$ cat src/rtl/timesync_sequencer.sv
// Phase controller for the OFDM time-synchronizer: capture, P/R/M engines, peak search and
// cyclic-prefix removal, with shared input-buffer arbitration and per-stage timeouts.
module timesync_sequencer #(
  parameter int unsigned CAP_LEN     = 2240,
  parameter int unsigned FRAME_SPAN  = 1120,
  parameter int unsigned TIMEOUT_CYC = 262143,
  parameter int unsigned CNT_W       = 12,
  parameter int unsigned TO_W        = 18
) (
  input  logic             clk,
  input  logic             rst_n,
  input  logic             tx_done,
  input  logic             wren,
  output logic             wr_accept,
  output logic [CNT_W-1:0] cap_count,
  output logic             corr_start,
  output logic             energy_start,
  output logic             metric_start,
  output logic             peak_start,
  output logic             cprem_start,
  input  logic             corr_done,
  input  logic             energy_done,
  input  logic             metric_done,
  input  logic             peak_done,
  input  logic             cprem_done,
  input  logic [CNT_W-1:0] peak_idx,
  output logic [CNT_W-1:0] frame_idx,
  output logic [2:0]       buf_grant,
  output logic             out_buff_full,
  output logic             busy,
  output logic             err,
  output logic [2:0]       err_code
);

  typedef enum logic [2:0] {
    StCapture, StCorr, StEnergy, StMetric, StPeak, StCprem, StReady, StError
  } state_e;

  localparam logic [CNT_W-1:0] CapLast = CNT_W'(CAP_LEN - 1);
  localparam logic [CNT_W-1:0] PeakMax = CNT_W'(CAP_LEN - FRAME_SPAN);
  localparam logic [TO_W-1:0]  ToLast  = TO_W'(TIMEOUT_CYC - 1);

  state_e           state_q, state_d;
  logic [CNT_W-1:0] cap_count_q, cap_count_d;
  logic [CNT_W-1:0] frame_idx_q, frame_idx_d;
  logic [TO_W-1:0]  to_cnt_q, to_cnt_d;
  logic             err_q, err_d;
  logic [2:0]       err_code_q, err_code_d;
  logic [4:0]       start_q, start_d;
  logic [2:0]       buf_grant_q, buf_grant_d;
  logic             wr_accept_q, wr_accept_d;
  logic             obf_q, obf_d;
  logic             busy_q, busy_d;

  logic             stage_done;
  logic [2:0]       stage_code;
  logic             done_ok;
  logic             to_hit;

  // Next-state and status decisions.
  always_comb begin
    state_d     = state_q;
    cap_count_d = cap_count_q;
    frame_idx_d = frame_idx_q;
    err_d       = err_q;
    err_code_d  = err_code_q;
    stage_done  = 1'b0;
    stage_code  = 3'd0;

    unique case (state_q)
      StCorr:   begin stage_done = corr_done;   stage_code = 3'd1; end
      StEnergy: begin stage_done = energy_done; stage_code = 3'd2; end
      StMetric: begin stage_done = metric_done; stage_code = 3'd3; end
      StPeak:   begin stage_done = peak_done;   stage_code = 3'd4; end
      StCprem:  begin stage_done = cprem_done;  stage_code = 3'd5; end
      default:  ;
    endcase

    // A done arriving while the start pulse is still out belongs to a previous run.
    done_ok = stage_done && !(|start_q);
    to_hit  = (to_cnt_q == ToLast);

    if (tx_done) begin
      state_d     = StCapture;
      cap_count_d = '0;
      frame_idx_d = '0;
      err_d       = 1'b0;
      err_code_d  = 3'd0;
    end else begin
      unique case (state_q)
        StCapture: begin
          if (wren) begin
            cap_count_d = cap_count_q + CNT_W'(1);
            if (cap_count_q == CapLast) state_d = StCorr;
          end
        end
        StCorr, StEnergy, StMetric, StPeak, StCprem: begin
          if (done_ok) begin
            unique case (state_q)
              StCorr:   state_d = StEnergy;
              StEnergy: state_d = StMetric;
              StMetric: state_d = StPeak;
              StPeak: begin
                frame_idx_d = peak_idx;
                if (peak_idx > PeakMax) begin
                  state_d    = StError;
                  err_d      = 1'b1;
                  err_code_d = 3'd6;
                end else begin
                  state_d = StCprem;
                end
              end
              StCprem:  state_d = StReady;
              default:  ;
            endcase
          end else if (to_hit) begin
            state_d    = StError;
            err_d      = 1'b1;
            err_code_d = stage_code;
          end
        end
        default: ;
      endcase
    end
  end

  // Registered outputs are decoded from the state being entered.
  always_comb begin
    start_d     = '0;
    buf_grant_d = 3'd0;
    busy_d      = 1'b0;
    unique case (state_d)
      StCapture: buf_grant_d = 3'd1;
      StCorr:    begin buf_grant_d = 3'd2; busy_d = 1'b1; start_d[0] = 1'b1; end
      StEnergy:  begin buf_grant_d = 3'd3; busy_d = 1'b1; start_d[1] = 1'b1; end
      StMetric:  begin busy_d = 1'b1; start_d[2] = 1'b1; end
      StPeak:    begin busy_d = 1'b1; start_d[3] = 1'b1; end
      StCprem:   begin buf_grant_d = 3'd4; busy_d = 1'b1; start_d[4] = 1'b1; end
      default:   ;
    endcase
    if (state_d == state_q) start_d = '0;
    wr_accept_d = (state_d == StCapture);
    obf_d       = (state_d == StReady);
    to_cnt_d    = (busy_d && state_d == state_q) ? to_cnt_q + TO_W'(1) : '0;
  end

  always_ff @(posedge clk) begin
    if (!rst_n) begin
      state_q     <= StCapture;
      cap_count_q <= '0;
      frame_idx_q <= '0;
      to_cnt_q    <= '0;
      err_q       <= 1'b0;
      err_code_q  <= 3'd0;
      start_q     <= '0;
      buf_grant_q <= 3'd1;
      wr_accept_q <= 1'b1;
      obf_q       <= 1'b0;
      busy_q      <= 1'b0;
    end else begin
      state_q     <= state_d;
      cap_count_q <= cap_count_d;
      frame_idx_q <= frame_idx_d;
      to_cnt_q    <= to_cnt_d;
      err_q       <= err_d;
      err_code_q  <= err_code_d;
      start_q     <= start_d;
      buf_grant_q <= buf_grant_d;
      wr_accept_q <= wr_accept_d;
      obf_q       <= obf_d;
      busy_q      <= busy_d;
    end
  end

  assign wr_accept     = wr_accept_q;
  assign cap_count     = cap_count_q;
  assign corr_start    = start_q[0];
  assign energy_start  = start_q[1];
  assign metric_start  = start_q[2];
  assign peak_start    = start_q[3];
  assign cprem_start   = start_q[4];
  assign frame_idx     = frame_idx_q;
  assign buf_grant     = buf_grant_q;
  assign out_buff_full = obf_q;
  assign busy          = busy_q;
  assign err           = err_q;
  assign err_code      = err_code_q;

endmodule

$ cat config.mk
export PLATFORM = sky130hd
export DESIGN_NAME = timesync_sequencer
export DESIGN_NICKNAME = d
export VERILOG_FILES = /design/src/rtl/timesync_sequencer.sv
export SDC_FILE = /design/constraint.sdc
export NUM_CORES = 1
export LEC_CHECK = 0
export CAP_MARGIN = 20
export CORE_MARGIN = 5
export CORE_UTILIZATION = 56
export DETAILED_ROUTE_END_ITERATION = 12
export DONT_BUFFER_PORTS = 1
export GPL_TIMING_DRIVEN = 1
export PLACE_DENSITY_LB_ADDON = 0.25
export SYNTH_ARGS = -nofsm -noshare
export SYNTH_HDL_FRONTEND = slang
export SYNTH_SLANG_ARGS = --single-unit
$ cat constraint.sdc
create_clock -name clk -period 2.3 [get_ports clk]
set_clock_uncertainty 0.1 [all_clocks]
set_input_delay 0.345 -clock clk [delete_from_list [all_inputs] [get_ports clk]]
set_output_delay 0.345 -clock clk [all_outputs]
set_load 0.05 [all_outputs]
==> reports/qor.csv, run 1 <==
metric,value,unit
global placer's final weighted congestion,0.894,
final setup vio count,1,
Final nets,357,
Yosys top cell area share,44.6,%
post-synth cell types,47,
crit-path cells,"or4_4, nor2_4, and3_4, a31oi_4, o211a_1, a211o_1, buf_12, nor2_1",
Crit path max-delay family,simple AND/OR/NAND/NOR gates,
DR vias/cell,5.52,
die area,6290,µm²
Synth-to-Final Area Change,21.3,%
Inst Count DP,375,
Finished Layout Cells,392,
root buf cell,clkbuf_8,
Mean Syn Cell Area,9.22,µm²
first drt pass iteration count,5,
post-synth top area cell,dfxtp_1,
worst setup path startpoint,start_q[2],
Worst slew margin,53.7,%
PD cells,596,nW/µm²
Final ANT Viol Nets,0,
"Async S/R FF share, synth",0,%
Synth Area in XOR/XNOR,7.81,%
maximum vdd drop,409,µV
CP max stage delay,540,ps
Yosys Warn Count,0,
CTS Buffer Depth,2,
mux share of post-synthesis cell area,5.58,%
Highest Clock Rate,434,MHz
minimum clock period,2300,ps
slew of the pin with the lowest slew margin,692,ps
max_cap viols,0,
Worst Hold Endpoint,frame_idx[10],
most frequent cells in the layout,"dfxtp_1, nor2_1, buf_4",
final setup margin,-1.81,ps
DRT Wirelength,5.91,mm
Iter 0 DRT Violations,79,
Via Count,2163,
Hold Crit Start,peak_idx[10],
H-tree lvl count,3,
Total Routing Usage GR,19.1,%
Synth area leaders,"dfxtp_1, nor2_1, xor2_1, mux2i_1, nor2_4",
initial antenna violation count,0,
status,"finished, violations left",
hold slack,60.7,ps
slowest stage cell on the critical path,or4_4,
Overall Power,1.95,mW
worst r2r dst,to_cnt_q[7],
grt ovf,0,
CTS Buf Count,9,
area of the multi-input gates,1460,µm²
vias in the first global route,2126,
critical path class,flip-flop to flip-flop,
CTS tree,done,
failing checks,negative setup slack,
simple logic cell fraction of the synthesized area,30.2,%
final design utilization,69.6,%
unrepaired setup endpoints after global routing,yes,
Initial Util,57.4,%
drt wl/cell,15.1,µm
Die Ht,79.3,µm
clk slew on worst S/H paths,70,ps
Reg2Reg Depth,8,
# fillers,383,
Critical Path Source Type,flip-flop,
Worst-Skew Late Latency,330,ps
compound-cell area share of the yosys netlist,6.97,%
Hold Path Depth,2,
critical path data arrival time,2460,ps
"most common cell after layout, fill and taps aside",dfxtp_1,
Reg area,1220,µm²
number of synthesized flops with an enable pin,0,
largest net degree at the start of global routing,31,
fraction of layout cells with a size suffix above 1,26.3,%
dpl ws,5.68,ps
register area share after synthesis,44.6,%
DRC violations left,0,
Core Region,4690,µm²
# IOs,60,
"Req. time, crit path",2460,ps
row count,25,
synthesized area,2690,µm²
#FFs+latches synth,60,
Final Slew Violations,0,
Setup crit end kind,flip-flop,
period utilisation layout,100,%
P_leak,1.27,nW
placed wire-length estimate,4.41,mm
clock tree sinks,60,
IO buf count,0,
largest family of logic cells by synthesized area,simple AND/OR/NAND/NOR gates,
Crit Path Max Fanout,18,
min-delay worst type,primary input to flip-flop,
syn_nets,316,
Critical R2R Launch,start_q[2],
Die Span X,79.3,µm
Cells after Synth,292,
Worst Path Buf+Inv,1,
n_diodes,0,
Final Hold Viols,0,
adder-cell share of the synthesized area,1.39,%
first-pass GRT wire length,9.40,mm
Synth Flop Type,dfxtp_1,
flop-to-flop setup slack,-2,ps
[layer usage]
metal	track usage, %	wire length (µm)
met3	5.44	379
met5	0	0
met2	31.1	2880
met4	9.62	70
met1	22.9	2570
[report_power, final]
part | switching, mW | leakage, nW | internal (mW)
Sequential | 0.000698 | 0.488 | 1.04
Clock | 0.383 | 0.0911 | 0.489
Combinational | 0.0229 | 0.692 | 0.0125
[worst register-to-register path: stages, from the launching register on]
cell	delay, ps
dfxtp_4	340
or4_4	540
nor2_4	160
and3_4	240
a31oi_4	90
o211a_1	160
a211o_1	330
buf_12	180
nor2_1	110
[layout make-up]
class	instances	share of cell area, %
inverters	4	0.460
well taps	54	2.07
flip-flops and latches	60	37.3
multi-input cells	216	44.6
clock buffers	10	3.91
repair buffers	42	10.0
clock inverters	6	1.69
[synth_stat cells (4+ instances only)]
cell	count
nor3_1	7
mux2i_1	15
nor2_1	50
or3_1	4
clkbuf_1	6
inv_1	4
a21oi_1	9
nor2b_1	4
xnor2_1	5
nor2_2	4
o21ai_0	7
xor2_1	19
nand2_1	19
dfxtp_1	60
nand3_1	12
nor2_4	8
nand4_1	12
and3_1	5
[timing repair]
item	CTS	global route
hold endpoints to repair	0	0
setup buffers	0	1
pin swaps	1	8
endpoints found under the setup margin	3	25
resized for setup	1	10
hold buffers	0	0
[logic make-up after synthesis]
family / count (synthesis)
muxes: 15
adders and majority gates: 3
buffers and inverters: 16
DFF: 60
and+or+nand+nor: 145
xor gates and xnor gates: 24
AOI/OAI and AO/OA: 29
[flip-flops by register name, summed over array words and instances (netlist names), 3 cells and up]
| signal | cells |
|---|---|
| to_cnt_q | 18 |
| cap_count | 12 |
| frame_idx | 12 |
| start_q | 5 |
| buf_grant | 3 |
| err_code | 3 |
| state_q | 3 |
[through the flow]
stage,TNS [ps],instance area [µm²]
after floorplan,-664,2740
after global placement,0,3040
after detailed placement,0,3040
after CTS,0,3220
after global routing,-1090,3270
final,-1.81,3270
[how the worst max path moves through the flow]
stage,end,slack [ps],cells after the start
finish,to_cnt_q[7],-2,8
floorplan,to_cnt_q[0],-70,10
CTS,to_cnt_q[7],6,8
global placement,to_cnt_q[8],40,8
global route,to_cnt_q[6],-90,8
detailed placement,to_cnt_q[6],6,9
No activity file was read; power rests on OpenSTA's default activity.
==> run 2, diff against run 1 <==
CELL_PAD_IN_SITES_DETAIL_PLACEMENT = 0   (was unset)
CELL_PAD_IN_SITES_GLOBAL_PLACEMENT = 1   (was unset)
CORE_UTILIZATION = 42   (was 56)
==> reports/qor.csv, run 2 (same netlist as run 1, synthesis figures left out) <==
metric,value,unit,change
DRC violations left,0,,unchanged
status,"complete, no violations",,
"most common cell after layout, fill and taps aside",dfxtp_1,,
Via Count,2211,,+2.2%
Final ANT Viol Nets,0,,unchanged
Largest Register,to_cnt_q,,
n_diodes,0,,unchanged
Initial Util,42.9,%,-14 points
Die Ht,90.1,µm,+14%
first drt pass iteration count,4,,-1
first-pass GRT wire length,10.0,mm,+6.5%
Overall Power,1.85,mW,-4.8%
Critical Path Source Type,flip-flop,,
Final Hold Viols,0,,unchanged
Final nets,363,,+1.7%
Final Slew Violations,0,,unchanged
min-delay worst type,primary input to flip-flop,,
grt ovf,0,,unchanged
Worst-Skew Late Latency,330,ps,about the same
drt wl/cell,14.4,µm,-4.3%
# IOs,60,,unchanged
clk slew on worst S/H paths,70,ps,about the same
slew of the pin with the lowest slew margin,540,ps,-152 ps
maximum vdd drop,414,µV,+1.1%
Largest register FFs,18,,unchanged
CTS tree,done,,
Core Region,6280,µm²,+34%
root buf cell,clkbuf_8,,
global placer's final weighted congestion,0.857,,-4.1%
P_leak,1.28,nW,+0.85%
PD cells,560,nW/µm²,-6.1%
CTS Buf Count,9,,unchanged
"Req. time, crit path",2460,ps,about the same
minimum clock period,2280,ps,-22.4 ps
Crit Path Max Fanout,18,,unchanged
unrepaired setup endpoints after global routing,yes,,
die area,8110,µm²,+29%
Setup crit end kind,flip-flop,,
CTS Buffer Depth,2,,unchanged
period utilisation layout,99.1,%,-0.97 points
IO buf count,0,,unchanged
critical path data arrival time,2440,ps,-20 ps
most frequent cells in the layout,"dfxtp_1, buf_4, nor2_1",,
setup_tns,0,ps,+1.81 ps
Worst slew margin,63.9,%,+10 points
max_cap viols,0,,unchanged
DR vias/cell,5.25,,-4.8%
critical path class,flip-flop to flip-flop,,
fraction of layout cells with a size suffix above 1,27.0,%,+0.70 points
# hold bufs at CTS,0,,unchanged
Die Span X,90.1,µm,+14%
H-tree lvl count,3,,unchanged
Total Routing Usage GR,15.0,%,-4.1 points
clock tree sinks,60,,unchanged
Synth-to-Final Area Change,23.0,%,
DRT Wirelength,6.07,mm,+2.7%
initial antenna violation count,0,,unchanged
Highest Clock Rate,439,MHz,+0.98%
largest net degree at the start of global routing,31,,unchanged
row count,29,,+16%
final setup vio count,0,,-1
# fillers,617,,+61%
placed wire-length estimate,4.41,mm,about the same
vias in the first global route,2128,,+0.094%
Iter 0 DRT Violations,92,,+16%
==> run 2: final timing paths <==
path / from / end / slack [ps] / depth (start not counted)
setup / recovery: start_q[2] / to_cnt_q[6] / 20 / 8
hold / removal: peak_idx[8] / frame_idx[8] / 60 / 2
setup reg to reg: start_q[2] / to_cnt_q[6] / 20 / 8
hold reg to reg: to_cnt_q[0] / to_cnt_q[0] / 430 / 2
==> run 2: what timing repair did <==
item / CTS / global route
endpoints found under the hold margin: 0 / 0
buffers inserted: 1 / 4
endpoints found under the setup margin: 1 / 27
pin swaps: 1 / 5
gates resized for setup: 0 / 9
==> run 2: report_power, final <==
| part | switching (mW) | internal [mW] | total, mW |
|---|---|---|---|
| sequential | 0.000714 | 1.04 | 1.04 |
| clock | 0.396 | 0.383 | 0.780 |
| combinational | 0.0226 | 0.0124 | 0.0350 |
==> run 2: area by class of cell <==
class                           count  area [µm²]  share of cell area [%]
Multi-Input combinational cell    216        1450                    43.9
Sequential cell                    60        1210                    36.6
Timing Repair Buffer               48         373                    11.3
Clock buffer                       11         131                    3.97
Tap cell                           77        96.3                    2.91
Clock inverter                      5        28.8                   0.869
Inverter                            4        15.0                   0.454
==> run 2: critical path, cell delays in order, from the launching register on <==
cell and delay (ps):
dfxtp_4 340, or4_4 540, nor2_4 160, and3_4 250, o21ai_1 70, a31o_1 200
a211o_1 270, buf_12 180, nor2_2 100
==> run 2: routing by layer <==
layer  global-route usage [%]  wire length [µm]  up-vias
met4                     7.32               136        0
met1                     19.0              2730     1021
met3                     5.68               441       13
met2                     22.1              2760       65
li1                         -                 -     1112
met5                        0                 0        -
==> run 2: stage by stage <==
step	cells	hold slack [ps]	setup WS [ps]	utilization [%]	cell area (µm²)
after detailed placement	400	399	25.6	49.1	3080
after global routing	421	49.7	-33.5	52.7	3310
after CTS	417	45.6	3.03	51.8	3250
final	421	62.1	20.5	52.7	3310
after global placement	400	393	60.4	49.1	3080
after floorplan	292	350	-68.4	-	2740
==> run 3, diff against run 2 <==
GPL_TIMING_DRIVEN = 0   (was 1)
==> reports/qor.csv, run 3 (same netlist as run 1, synthesis figures left out) <==
metric,value,unit,change
status,"finished, violations left",,
failing checks,negative setup slack,,
Reg2Reg Depth,9,,+1
final setup vio count,25,,+25
"most common cell after layout, fill and taps aside",dfxtp_1,,
Critical Path Source Type,flip-flop,,
Hold Path Depth,2,,unchanged
maximum vdd drop,374,µV,-9.6%
power share of the combinational group,1.4,%,-0.5 points
"Req. time, crit path",2470,ps,about the same
Final nets,350,,-3.6%
Die Ht,90.1,µm,unchanged
Worst-Skew Late Latency,330,ps,about the same
Crit path max-delay family,simple AND/OR/NAND/NOR gates,,
largest net degree at the start of global routing,11,,-65%
global placer's final weighted congestion,0.856,,-0.13%
most frequent cells in the layout,"dfxtp_1, nor2_1, xor2_1, buf_4, nand2_1",,
critical path data arrival time,2680,ps,+240 ps
Seq pwr share,49.3,%,-6.7 points
DR vias/cell,5.30,,+0.99%
initial antenna violation count,0,,unchanged
CTS Buf Count,9,,unchanged
Final Slew Violations,0,,unchanged
slowest stage cell on the critical path,or4_4,,
H-tree lvl count,3,,unchanged
# fillers,603,,-2.3%
Worst Path Buf+Inv,2,,+1
Largest register FFs,18,,unchanged
Synth-to-Final Area Change,27.0,%,
clock tree sinks,60,,unchanged
Hold Crit Start,peak_idx[3],,
worst setup path startpoint,start_q[2],,
# IOs,60,,unchanged
Setup crit end kind,flip-flop,,
IO buf count,0,,unchanged
crit-path cells,"or4_4, nor2_4, and3_4, o21ai_2, a31o_1, a211o_1, buf_6, clkbuf_16, nor2_4",,
Critical R2R Launch,start_q[2],,
first-pass GRT wire length,10.0,mm,+0.35%
min-delay worst type,primary input to flip-flop,,
die area,8110,µm²,unchanged
final setup margin,-201,ps,-222 ps
Die Span X,90.1,µm,unchanged
max_cap viols,0,,unchanged
Overall Power,2.12,mW,+14%
Final Hold Viols,0,,unchanged
Iter 0 DRT Violations,111,,+21%
placed wire-length estimate,4.26,mm,-3.5%
final design utilization,54.5,%,+1.8 points
clock power share,49.3,%,+7.2 points
critical path depth,9,,+1
slew of the pin with the lowest slew margin,677,ps,+137 ps
Sw Ratio,20.3,%,-2.4 points
CP most frequent cell,nor2_4,,
CTS Buffer Depth,2,,unchanged
Crit Path Max Fanout,6,,-12
vias in the first global route,2015,,-5.3%
root buf cell,clkbuf_8,,
n_diodes,0,,unchanged
Largest Register,to_cnt_q,,
Final ANT Viol Nets,0,,unchanged
Total Routing Usage GR,15.1,%,+0.10 points
critical path class,flip-flop to flip-flop,,
row count,29,,unchanged
P_leak,1.26,nW,-1.5%
first drt pass iteration count,4,,unchanged
Int Pwr,1.69,mW,+18%
Worst slew margin,54.8,%,-9.1 points
Highest Clock Rate,400,MHz,-8.9%
# hold bufs at CTS,0,,unchanged
DRC violations left,0,,unchanged
PD cells,618,nW/µm²,+10%
Core Region,6280,µm²,unchanged
Initial Util,42.9,%,unchanged
sw power,0.428,mW,+2.1%
CTS tree,done,,
minimum clock period,2500,ps,+222 ps
unrepaired setup endpoints after global routing,yes,,
clk slew on worst S/H paths,70,ps,about the same
setup_tns,-3400,ps,-3400 ps
grt ovf,0,,unchanged
Via Count,2164,,-2.1%
DRT Wirelength,6.27,mm,+3.3%
fraction of layout cells with a size suffix above 1,27.2,%,+0.16 points
period utilisation layout,109,%,+9.7 points
drt wl/cell,15.4,µm,+6.6%
CP max stage delay,560,ps,+20 ps
run 3: metrics by stage:
stage	instance area (µm²)	hold WS, ps	setup slack (ps)	cells
2_1_floorplan	2740	350	-68.4	292
3_3_place_gp	2830	378	-320	369
3_5_place_dp	2830	374	-327	369
4_1_cts	3200	42.5	-163	396
5_1_grt	3420	49.5	-283	408
6_report	3420	60.8	-201	408
run 3: layout make-up:
class | count | area (µm²) | area share [%]
inverter | 4 | 15.0 | 0.439
clock inverter | 4 | 72.6 | 2.12
tap | 77 | 96.3 | 2.82
buffer | 11 | 86.3 | 2.52
sequential | 60 | 1220 | 35.7
timing repair buffer | 24 | 226 | 6.62
clock buffer | 12 | 145 | 4.24
multi-input combinational | 216 | 1560 | 45.5
run 3: layer usage:
| layer | up-vias | part of all wire (%) | GRT usage, % |
|---|---|---|---|
| met5 | - | 0 | 0 |
| met4 | 0 | 0.97 | 7.07 |
| met3 | 5 | 7.0 | 6.01 |
| met2 | 56 | 49 | 23.2 |
| met1 | 1016 | 43 | 18.3 |
| li1 | 1087 | - | - |
run 3: power by group through the flow:
stage | registers (mW) | logic [mW] | clock network, mW
after floorplan | 1.07 | 0.0212 | 0
after global placement | 1.07 | 0.0284 | 0
after detailed placement | 1.07 | 0.0285 | 0
after CTS | 1.04 | 0.0312 | 1.07
after global routing | 1.04 | 0.0344 | 1.13
final | 1.04 | 0.0306 | 1.04
run 3: worst paths after layout:
kind | slack (ps) | to
hold reg to reg | 390 | to_cnt_q[0]
hold / removal | 60 | frame_idx[3]
setup reg to reg | -200 | to_cnt_q[15]
setup / recovery | -200 | to_cnt_q[15]
run 3: timing repair:
action | in CTS | in global routing
pin swaps | 10 | 9
resized for setup | 17 | 26
setup buffers | 11 | 10
endpoints found under the setup margin | 41 | 41
cloned | 1 | 2
